File: config.mk
export PLATFORM = sky130hd
export DESIGN_NAME = uart_tx_rx_buff_baud3
export DESIGN_NICKNAME = d
export VERILOG_FILES = /design/src/rtl/uart_tx_rx_buff_baud3.sv
export SDC_FILE = /design/constraint.sdc
export NUM_CORES = 1
export LEC_CHECK = 0
export CORE_MARGIN = 2
export CORE_UTILIZATION = 53
export CTS_BUF_LIST = sky130_fd_sc_hd__clkbuf_4
export CTS_CLUSTER_SIZE = 25
export DETAILED_ROUTE_END_ITERATION = 10
export PLACE_DENSITY = 0.76
export SYNTH_ARGS = -nofsm -noshare
export SYNTH_HDL_FRONTEND = slang
export SYNTH_SLANG_ARGS = --single-unit
File: constraint.sdc
create_clock -name clk -period 5.7 [get_ports clk]
set_input_delay 0.855 -clock clk [delete_from_list [all_inputs] [get_ports clk]]
set_output_delay 0.855 -clock clk [all_outputs]
set_load 0.03 [all_outputs]
File: src/rtl/uart_tx_rx_buff_baud3.sv
// UART receiver with an 'S',<ch>,<value> command parser driving four trigger-level registers.
// Define UART_ECHO_EN to add a 4-entry FIFO and 8N1 transmitter that echoes every good byte.
module uart_tx_rx_buff_baud3 #(
    parameter int CLK_HZ   = 12000000,
    parameter int DIV_9600 = 1250,
    parameter int DIV_2400 = 5000,
    parameter int DIV_600  = 20000,
    parameter int DIV_110  = 109091
) (
    input  logic       clk,
    input  logic       nrst,
    input  logic [1:0] baud,
    input  logic       rx,
    output logic       tx,
    output logic       rx2,
    output logic       tx2,
    output logic [7:0] trigout_ch0,
    output logic [7:0] trigout_ch1,
    output logic [7:0] trigout_ch2,
    output logic [7:0] trigout_ch3,
    output logic       busy,
    output logic       trig_en,
    output logic [2:0] vt_ind,
    output logic [4:0] byte_count
);
    // Counter must hold the slowest divisor, whether given explicitly or derived from the clock.
    localparam int DIV_MAX = (DIV_110 > CLK_HZ / 110) ? DIV_110 : CLK_HZ / 110;
    localparam int CNT_W   = $clog2(DIV_MAX + 1);

    logic [CNT_W-1:0] div_sel;

    always_comb begin
        unique case (baud)
            2'b11: div_sel = CNT_W'(DIV_9600);
            2'b10: div_sel = CNT_W'(DIV_2400);
            2'b01: div_sel = CNT_W'(DIV_600);
            2'b00: div_sel = CNT_W'(DIV_110);
        endcase
    end

    typedef enum logic [1:0] {IDLE, START, DATA, STOP} rx_state_t;
    rx_state_t rx_state, rx_next;

    logic             rx_s1, rx_s2;
    logic [CNT_W-1:0] rx_div, rx_cnt;
    logic [2:0]       rx_bit;
    logic [7:0]       rx_shift;
    logic             rx_err, rx_valid;
    logic             rx_tick, rx_half, rx_good, rx_bad;

    assign rx_tick = (rx_cnt == rx_div - 1'b1);
    assign rx_half = (rx_cnt == (rx_div >> 1) - 1'b1);
    assign rx_good = (rx_state == STOP) && !rx_err && rx_tick && rx_s2;
    assign rx_bad  = (rx_state == STOP) && !rx_err && rx_tick && !rx_s2;
    assign rx2     = rx_s2;

    always_comb begin
        rx_next = rx_state;
        unique case (rx_state)
            IDLE:  if (!rx_s2) rx_next = START;
            START: if (rx_half) rx_next = rx_s2 ? IDLE : DATA;
            DATA:  if (rx_tick && rx_bit == 3'd7) rx_next = STOP;
            // After a framing error, hold here until the line returns to idle.
            STOP:  if (rx_err ? rx_s2 : rx_good) rx_next = IDLE;
        endcase
    end

    always_ff @(posedge clk) begin
        if (!nrst) begin
            rx_s1      <= 1'b1;
            rx_s2      <= 1'b1;
            rx_state   <= IDLE;
            rx_cnt     <= '0;
            rx_bit     <= '0;
            rx_err     <= 1'b0;
            rx_valid   <= 1'b0;
            byte_count <= '0;
        end else begin
            rx_s1    <= rx;
            rx_s2    <= rx_s1;
            rx_state <= rx_next;
            rx_valid <= rx_good;
            if (rx_good) byte_count <= byte_count + 1'b1;
            unique case (rx_state)
                IDLE: begin
                    rx_cnt <= '0;
                    rx_bit <= '0;
                    rx_err <= 1'b0;
                end
                START: rx_cnt <= rx_half ? '0 : rx_cnt + 1'b1;
                DATA: begin
                    rx_cnt <= rx_tick ? '0 : rx_cnt + 1'b1;
                    if (rx_tick) rx_bit <= rx_bit + 1'b1;
                end
                STOP: begin
                    rx_cnt <= rx_tick ? '0 : rx_cnt + 1'b1;
                    if (rx_bad) rx_err <= 1'b1;
                end
            endcase
        end
    end

    // Divisor is captured only while idle so a baud change never corrupts a frame in flight.
    always_ff @(posedge clk) begin
        if (rx_state == IDLE) rx_div <= div_sel;
        if (rx_state == DATA && rx_tick) rx_shift <= {rx_s2, rx_shift[7:1]};
    end

    typedef enum logic [1:0] {P_IDLE, P_CH, P_VAL} p_state_t;
    p_state_t p_state, p_next;
    logic [1:0] ch;

    always_comb begin
        p_next = p_state;
        if (rx_valid) begin
            unique case (p_state)
                P_IDLE:  if (rx_shift == 8'h53) p_next = P_CH;
                P_CH:    p_next = (rx_shift[7:2] == 6'b001100) ? P_VAL : P_IDLE;
                P_VAL:   p_next = P_IDLE;
                default: p_next = P_IDLE;
            endcase
        end
    end

    always_ff @(posedge clk) begin
        if (!nrst) begin
            p_state     <= P_IDLE;
            ch          <= '0;
            trig_en     <= 1'b0;
            vt_ind      <= '0;
            trigout_ch0 <= '0;
            trigout_ch1 <= '0;
            trigout_ch2 <= '0;
            trigout_ch3 <= '0;
        end else begin
            p_state <= p_next;
            trig_en <= 1'b0;
            if (rx_valid && p_state == P_CH) ch <= rx_shift[1:0];
            if (rx_valid && p_state == P_VAL) begin
                trig_en <= 1'b1;
                vt_ind  <= {1'b1, ch};
                unique case (ch)
                    2'd0: trigout_ch0 <= rx_shift;
                    2'd1: trigout_ch1 <= rx_shift;
                    2'd2: trigout_ch2 <= rx_shift;
                    2'd3: trigout_ch3 <= rx_shift;
                endcase
            end
        end
    end

`ifdef UART_ECHO_EN
    typedef enum logic [1:0] {T_IDLE, T_START, T_DATA, T_STOP} tx_state_t;
    tx_state_t tx_state, tx_next;

    logic [7:0]       fifo_mem [4];
    logic [1:0]       wr_ptr, rd_ptr;
    logic [2:0]       fifo_cnt;
    logic             fifo_push, fifo_pop, fifo_full, fifo_empty;
    logic [CNT_W-1:0] tx_div, tx_cnt;
    logic [2:0]       tx_bit;
    logic [7:0]       tx_shift;
    logic             tx_tick;

    assign fifo_full  = (fifo_cnt == 3'd4);
    assign fifo_empty = (fifo_cnt == 3'd0);
    assign fifo_pop   = (tx_state == T_IDLE) && !fifo_empty;
    // A pop in the same cycle frees a slot, so a full FIFO still accepts the push.
    assign fifo_push  = rx_valid && (!fifo_full || fifo_pop);
    assign tx_tick    = (tx_cnt == tx_div - 1'b1);

    always_comb begin
        tx_next = tx_state;
        unique case (tx_state)
            T_IDLE:  if (!fifo_empty) tx_next = T_START;
            T_START: if (tx_tick) tx_next = T_DATA;
            T_DATA:  if (tx_tick && tx_bit == 3'd7) tx_next = T_STOP;
            T_STOP:  if (tx_tick) tx_next = T_IDLE;
        endcase
    end

    always_ff @(posedge clk) begin
        if (!nrst) begin
            tx_state <= T_IDLE;
            wr_ptr   <= '0;
            rd_ptr   <= '0;
            fifo_cnt <= '0;
            tx_cnt   <= '0;
            tx_bit   <= '0;
        end else begin
            tx_state <= tx_next;
            if (fifo_push) wr_ptr <= wr_ptr + 1'b1;
            if (fifo_pop) rd_ptr <= rd_ptr + 1'b1;
            fifo_cnt <= fifo_cnt + {2'b00, fifo_push} - {2'b00, fifo_pop};
            tx_cnt   <= (tx_state == T_IDLE || tx_tick) ? '0 : tx_cnt + 1'b1;
            if (tx_state == T_IDLE) tx_bit <= '0;
            else if (tx_state == T_DATA && tx_tick) tx_bit <= tx_bit + 1'b1;
        end
    end

    always_ff @(posedge clk) begin
        if (fifo_push) fifo_mem[wr_ptr] <= rx_shift;
        if (fifo_pop) begin
            tx_shift <= fifo_mem[rd_ptr];
            tx_div   <= div_sel;
        end else if (tx_state == T_DATA && tx_tick) begin
            tx_shift <= {1'b1, tx_shift[7:1]};
        end
    end

    assign tx   = (tx_state == T_START) ? 1'b0 : (tx_state == T_DATA) ? tx_shift[0] : 1'b1;
    assign busy = (rx_state != IDLE) || (tx_state != T_IDLE) || !fifo_empty;
`else
    assign tx   = 1'b1;
    assign busy = (rx_state != IDLE);
`endif

    assign tx2 = tx;
endmodule

==> results.md <==
- WL final: 9365 um
- Post-detail-place hpwl: 6741 um
- Die height: 96.43 um
- Worst VDD drop: 0.1434 mV
- H-Tree Depth: 3
- Critical Path Start Type: flip-flop
- Pleak: 1.871 nW
- Area grow syn2layout: 14.01%
- Fillcell total: 702
- Syn Inst Count: 488
- Crit share post-route: 73.76%
- FF-to-FF Start: rx_div[15]
- Slew @ Worst Pin: 1.012 ns
- I/O Pins: 50
- Slowest cell on crit path: nor3_1
- Initial core utilization: 54.83%
- Max Clock Freq: 237.9 MHz
- YS warnings: 0
- Nets: 533
- I/O Buffers: 47
- Setup TNS: 0 ns
- Avg Cell Area, Syn: 9.279 um^2
- Crit path cell chain: inv_1, ha_1, ha_1, or4b_2, xnor2_1, nor4_1, o2111a_1, and4_1, nand2_1, nor3_1
- Clock root buffer master: clkbuf_4
- Critical path type: flip-flop to flip-flop
- Fin crit period: 4.204 ns
- Post-layout util: 62.52%
- Largest stage delay, worst path: 0.81 ns
- Met3 routed WL: 502 um
- Die area: 9299 um^2
- Max-cap violation count: 0
- DRT antenna net count: 0
- M1 WL: 4173 um
- Routed len/inst: 14.96 um
- Row cnt: 33
- Number of synthesized flops with an enable pin: 18
- # setup viols final: 0
- Setup Buffers After CTS: 0
- Diode count: 0
- Fin. max-slew vios: 0
- 1st-pass router iterations: 5
- Clock Skews: 0.01845 ns
- TritonCTS Sinks: 89
- Netlist Area Pre-Place: 4528 um^2
- DRT iter0 DRCs: 147
- HP Start: rx_s1
- Share of layout cells above drive strength 1: 6.718%
- Hold WC Path Type: flip-flop to flip-flop
- Cell mode on critical path: ha_1
- Pwr Density: 228.8 nW/um^2
- Via count: 3,594
- GRT Util Overall: 21.40%
- Initial antenna violation count: 0
- Highest metal used: met4
- Post-cts sizing count: 0
- First-pass GRT wire length: 15,330 um
- CORE AREA: 8258 um^2
- Drt drc: 0
- Final Hold Vio Count: 0
- Outcome: complete, no violations
- Yosys cell types: 64
- Total CTS buffers: 9
- Worst slew margin: 32.01%
- CP Capture Type: flip-flop
- Vias in the first global route: 3,296
- Crit-path max FO: 14
- Seq/Total Area, Yosys: 43.33%
- Final estimated routing congestion in global placement: 0.9058
- Crit path required time: 5.78 ns
- Largest net degree at the start of global routing: 46
- Ys async rst share: 0%
- Met2 WL: 4426 um
- RSZ-0062 raised after global routing: false
- DIE WIDTH: 96.43 um
- Crit-path leading delay family: simple AND/OR/NAND/NOR gates
- Clk buf depth: 2
- Routed vias/inst: 5.741
- TritonCTS clock tree: yes
- Most used DFF post-synth: dfxtp_1
- CTS clk-pin slew, worst paths: 0.15 ns
- Hold_buf cts: 0
- CP startpoint: rx_div[15]
- Crit path DAT: 4.29 ns
- Worst path bufs/invs: 1
- Clock Latency Late Sink: 0.45 ns
- Remaining global-route overflow: 0
- Synth Register Bits: 89
cells in the mapped netlist (11+ instances only):
cell,number,area [um^2]
nand2_1,26,97.59
edfxtp_1,18,540.5
ha_1,12,150.1
mux2i_1,36,360.4
a21oi_1,14,70.07
nor2_1,75,281.5
xor2_1,24,210.2
nor3_1,11,55.05
inv_1,19,71.32
xnor2_1,22,192.7
nor4_1,16,100.1
nand3_1,12,60.06
clkbuf_1,20,75.07
dfxtp_1,71,1421
worst paths after layout:
check	slack (ns)	to	cells past startpoint
worst min register to register	0.45	rx2	1
worst max-delay path	1.50	rx_shift[0]	10
worst min-delay path	0.45	rx2	1
worst max register to register	1.50	rx_shift[0]	10
report_power, final:
part           total, mW  internal [mW]  switching, mW
registers          0.673          0.650         0.0221
logic             0.0947         0.0401         0.0547
clock network      0.414          0.190          0.224
total               1.18          0.880          0.301
worst register-to-register path, cell delays in order, from the launching register on:
cell,delay [ns]
edfxtp_1,0.61
inv_1,0.27
ha_1,0.30
ha_1,0.24
or4b_2,0.63
xnor2_1,0.17
nor4_1,0.18
o2111a_1,0.24
and4_1,0.30
nand2_1,0.10
nor3_1,0.81
cell type report:
class,count,area (um^2),share of cell area [%]
Inverter,19,71.32,1.381
Tap cell,105,131.4,2.545
Clock buffer,10,75.07,1.454
Timing Repair Buffer,49,485.5,9.404
Sequential cell,89,1962,38.00
Multi-Input combinational cell,348,2340,45.32
Clock inverter,6,97.59,1.890
sequential cells by signal, indices dropped and copies added (netlist names), 5 cells and up, named ones only:
signal	flops
rx_cnt	17
rx_div	10
rx_shift	8
trigout_ch0	8
trigout_ch1	8
trigout_ch2	8
trigout_ch3	8
byte_count	5
cells by family (layout without fill, tap and decap cells):
family                   Yosys count  in the layout  synth area share, %
AO/OA/AOI/OAI                     57             57                9.146
buffers and inverters             52             84                5.084
AND/OR/NAND/NOR                  194            194                21.94
adder cells (fa/ha/maj)           12             12                3.316
flip-flops                        89             89                43.33
XOR/XNOR                          46             46                8.897
other                              1              2              0.08282
multiplexers                      37             37                8.207
placed cells by master, fill, tap and decap left out, types with 3 or more instances in the layout:
cell             count
clkdlybuf4s50_1     47
nor3_1              11
o21ai_0              9
o21bai_1             4
nor2_1              75
a21oi_1             14
xor2_1              24
nand4_1              9
o211ai_1             3
nor4b_1              3
a31oi_1              4
or3_1                4
edfxtp_1            18
and3_1               5
or2_2                6
nand3_1             12
xnor2_1             22
clkbuf_4            10
ha_1                12
nor4_1              16
nand2_1             26
inv_1               19
dfxtp_1             71
nand2b_1             6
mux2i_1             36
metrics by stage:
step / hold slack [ns] / total power [mW] / cell area, um^2 / setup WS [ns] / instances
after detailed placement: 0.4116 / 0.7798 / 4990 / 1.511 / 610
after global placement: 0.3913 / 0.7772 / 4990 / 1.734 / 610
after global routing: 0.4731 / 1.229 / 5162 / 1.158 / 626
after floorplan: 0.3863 / 0.7608 / 4532 / 2.177 / 489
after CTS: 0.4520 / 1.193 / 5162 / 1.509 / 626
final: 0.4463 / 1.181 / 5162 / 1.496 / 626
routing by layer:
layer	up-vias	track usage, %
met4	0	9.742
met2	107	34.32
met1	1700	27.82
li1	1764	-
met5	-	0
met3	23	4.500
(Power assumes the default switching activity.)
==> RTL change 1, RTL diff (same flow settings) <==
Build with the macro `UART_ECHO_EN` defined.
--- a/src/rtl/uart_tx_rx_buff_baud3.sv
+++ b/src/rtl/uart_tx_rx_buff_baud3.sv
@@ -1,5 +1,7 @@
 // UART receiver with an 'S',<ch>,<value> command parser driving four trigger-level registers.
 // Define UART_ECHO_EN to add a 4-entry FIFO and 8N1 transmitter that echoes every good byte.
+`define UART_ECHO_EN
+
 module uart_tx_rx_buff_baud3 #(
     parameter int CLK_HZ   = 12000000,
     parameter int DIV_9600 = 1250,
Function: no difference found for any inputs over 10 cycles, from zero or initial values and one cycle with nrst low; that may be too few to reach the edited logic, so the function may still have changed.
==> RTL change 1 against the unedited design <==
Sequential cell count grew 81. Combinational power grew to 6.8 times the old value. Cell area grew 80%. Total power grew 140%. Routed wire length grew 87%. Area after synthesis grew 88%. Cell count grew 67%. Critical path type unchanged. Setup slack gained 0.18 ns. First-iteration DRC count grew to 3.0 times the old value.
==> RTL change 1: results (changes against the unedited design) <==
[placement]
dp_cells = 1012  ; +66%
hpwlAfterDp_mm = 12.3  ; +83%
gp_congestion = 0.893  ; -1.4%
pre_cts_ws_ns = 1.68  ; +0.173 ns
io_buffers = 49  ; +4.3%

[global_route]
grt_pass1_vias = 5791  ; +76%
grt_use_total_pct = 21.8  ; +0.36 points
grt_pass1_wl_mm = 28.9  ; +88%

[pwr]
peakVddDrop_mv = 0.178  ; +24%
leakagePower_nw = 3.25  ; +74%
power.switching_uw = 926  ; +210%

[clock_network]
cts_buffers = 17  ; +8
ctsHtreeMaxLevel = 4  ; +1

[synth]
synthMuxAreaShare_pct = 8.46  ; +0.25 points
synth_edf_count = 68  ; +50
synth_seq_cells = 170  ; +91%
ys_seq_area_share_pct = 47.9  ; +4.6 points
syn_area_per_cell_um2 = 10.8  ; +16%
synth_compound_area_share_pct = 9.04  ; -0.10 points
synthTopCellsByCount = 102 x dfxtp_1, 93 x nor2_1, 68 x edfxtp_1
synth-xor-area-share_pct = 8.32  ; -0.57 points
synth_area_leaders = dfxtp_1 24%, edfxtp_1 24%, mux2i_1 5.3%, xnor2_1 4.8%, nor2_1 4.1%

[detailed_routing]
viasPerCell = 5.70  ; -0.65%
drt_iter0_drc = 442  ; +200%
wl_per_cell_um = 16.8  ; +12%

[status]
outcome = complete, no violations

[critical_path]
cp.arrival_ns = 4.21  ; -0.08 ns

[timing]
tightest_slew_ns = 1.19  ; +0.179 ns
skew_ns = 0.0306  ; +0.0122 ns

[final_layout]
n_all_inverters = 35  ; +16
clock_area_share_pct = 2.92  ; -0.43 points
seq_share_pct = 43.9  ; +5.9 points
reg_top3 = fifo_mem: 32 flops, rx_cnt: 17 flops, tx_cnt: 17 flops
num-multi-input-gates = 541  ; +55%
n_all_buffers = 50  ; +2.0%
final_nets = 847  ; +59%
drive_above_1_share_pct = 11.2  ; +4.5 points
buffer_area_share_pct = 5.35  ; -4.1 points
multi_input_area_share_pct = 43.5  ; -1.8 points
fill_cells = 1262  ; +80%
clock_buffers = 18  ; +8

RTL change 1: per-layer routing:
metal  share of wire, %  vias up  track usage (%)
li1                   -     2879                -
met1                 45     2883             28.8
met2                 48      173             36.1
met3                5.2       20             4.97
met4                1.4        0             6.32
met5                  0        -                0
RTL change 1: cell families after synthesis:
family                   count (synthesis)
multiplexers                            61
adder cells (fa/ha/maj)                 27
XOR/XNOR                                81
flip-flops                             170
AO/OA/AOI/OAI                           99
AND/OR/NAND/NOR                        273
buffers and inverters                   80
RTL change 1: per-stage QoR:
stage / area (µm²) / hold slack [ns]
finish: 9310 / 0.427
global route: 9310 / 0.460
CTS: 9310 / 0.435
detailed placement: 9040 / 0.398
global placement: 9040 / 0.395
floorplan: 8520 / 0.386
RTL change 1: path summary, 6_finish.rpt:
| kind | startpoint | to | slack [ns] | cells after the start |
|---|---|---|---|---|
| max reg2reg | rx_div[15] | rx_shift[2] | 1.67 | 9 |
| min reg2reg | rx_s1 | rx2 | 0.43 | 1 |
| min | rx_s1 | rx2 | 0.43 | 1 |
| max | rx_div[15] | rx_shift[2] | 1.67 | 9 |
RTL change 1: power by group through the flow:
stage | Sequential, mW | Combinational (mW) | Clock, mW
6_report | 1.54 | 0.647 | 0.670
3_3_place_gp | 1.56 | 0.617 | 0
2_1_floorplan | 1.48 | 0.587 | 0
4_1_cts | 1.53 | 0.648 | 0.688
3_5_place_dp | 1.56 | 0.645 | 0
5_1_grt | 1.56 | 0.714 | 0.739
RTL change 1: critical path, stage by stage, from the launching register on:
cell	delay, ns
edfxtp_1	0.64
inv_1	0.16
ha_1	0.32
ha_1	0.24
or4b_4	0.52
o31ai_4	0.20
a21oi_2	0.10
nor4_2	0.45
nand3_2	0.25
nor3_1	0.78
==> RTL change 2, RTL diff (same settings) <==
Without the edit above. The 4 states of `rx_state_t` get a Gray code encoding in 2 bits.
--- a/src/rtl/uart_tx_rx_buff_baud3.sv
+++ b/src/rtl/uart_tx_rx_buff_baud3.sv
@@ -38,7 +38,7 @@
         endcase
     end
 
-    typedef enum logic [1:0] {IDLE, START, DATA, STOP} rx_state_t;
+    typedef enum logic [1:0] {IDLE = 2'b00, START = 2'b01, DATA = 2'b11, STOP = 2'b10} rx_state_t;
     rx_state_t rx_state, rx_next;
 
     logic             rx_s1, rx_s2;
Formal check against the unedited RTL: same outputs for any inputs over 10 cycles, from zero or initial values and one cycle with nrst low; not proved beyond that.
==> RTL change 2 against the unedited design <==
Routed wire length grew 2.4%. Via count shrank 2.9%. Sequential cell count is the same. Total power shrank 6.3%. Cell area shrank 0.51%. Setup slack gained 0.44 ns. Area after synthesis grew 0.11%. Highest routed layer unchanged.
==> RTL change 2: results (changes against the unedited design) <==
[status]
outcome = complete, no violations

[synth]
yosysUniqueCellTypes = 57  ; -11%
synthTopCellsByCount = 71 x dfxtp_1, 64 x nor2_1, 42 x mux2i_1
syn_area_mm2 = 0.00453  ; +0.11%
synth_area_leaders = dfxtp_1 31%, edfxtp_1 12%, mux2i_1 9.3%, nor2_1 5.3%, xnor2_1 5.2%

[pwr]
peakVddDrop_mv = 0.175  ; +22%
leakagePower_nw = 1.86  ; -0.39%

[critical_path]
path_max_fanout = 15  ; +1
slowest_delay_ns = 0.64  ; -0.17 ns
cp_slowest_cell = edfxtp_1
rr_endpoint = rx_shift[6]
cp.arrival_ns = 3.84  ; -0.45 ns

[global_route]
met3_usage_pct = 3.03  ; -1.5 points
grt_max_degree = 41  ; -11%
grt_use_met2_pct = 34.8  ; +0.52 points
grt_use_total_pct = 22.2  ; +0.81 points
grt_pass1_vias = 3335  ; +1.2%

[timing]
relSlewSlack_pct = 33.0  ; +0.98 points
skew_ns = 0.0258  ; +0.00734 ns
hold_slack_ns = 0.427  ; -0.0193 ns

[placement]
gp_congestion = 0.929  ; +2.6%

[detailed_routing]
wl_met2_mm = 4.44  ; +0.34%
drt_iter0_drc = 282  ; +92%
wirelength_met1_mm = 4.45  ; +6.7%

[final_layout]
drive_above_1_share_pct = 6.67  ; -0.051 points
final_nets = 522  ; -2.1%

[RTL change 2: how the worst max path moves through the flow]
stage | slack [ns] | cells past startpoint | end | start
global route | 1.62 | 9 | rx_shift[5] | rx_div[15]
CTS | 1.96 | 9 | rx_shift[6] | rx_div[15]
finish | 1.94 | 9 | rx_shift[6] | rx_div[15]
detailed placement | 1.96 | 9 | rx_shift[0] | rx_div[15]
floorplan | 2.65 | 10 | rx_shift[0] | rx_div[1]
global placement | 2.12 | 9 | rx_shift[0] | rx_div[15]
[RTL change 2: cell type report]
class	count	area, µm²	share of cell area [%]
Tap cell	105	131	2.56
Clock buffer	10	75.1	1.46
Sequential cell	89	1960	38.2
Timing Repair Buffer	49	485	9.45
Inverter	18	67.6	1.32
Clock inverter	6	52.6	1.02
Multi-Input combinational cell	338	2360	46.0
[RTL change 2: through the flow]
step | utilization, % | total power, mW | cells | worst slack [ns] | cell area (µm²)
global route | 62.2 | 1.16 | 615 | 1.62 | 5140
detailed placement | 60.7 | 0.795 | 599 | 1.96 | 5010
CTS | 62.2 | 1.12 | 615 | 1.96 | 5140
global placement | 60.7 | 0.791 | 599 | 2.12 | 5010
floorplan | - | 0.771 | 474 | 2.65 | 4540
finish | 62.2 | 1.11 | 615 | 1.94 | 5140
[RTL change 2: power by group]
group          switching (mW)  internal [mW]  total [mW]
registers              0.0198          0.650       0.670
logic                  0.0675         0.0448       0.112
clock network           0.224          0.101       0.324
[RTL change 2: cell families (layout without fill, tap and decap cells)]
family                   count (synthesis)  in the layout  synth area share, %
AND/OR/NAND/NOR                        183            183                 20.8
flip-flops                              89             89                 43.3
AO/OA/AOI/OAI                           49             49                 8.23
XOR/XNOR                                48             48                 9.61
buffers and inverters                   47             83                 4.69
multiplexers                            44             44                 10.0
adder cells (fa/ha/maj)                 12             12                 3.31
other                                    1              2               0.0827
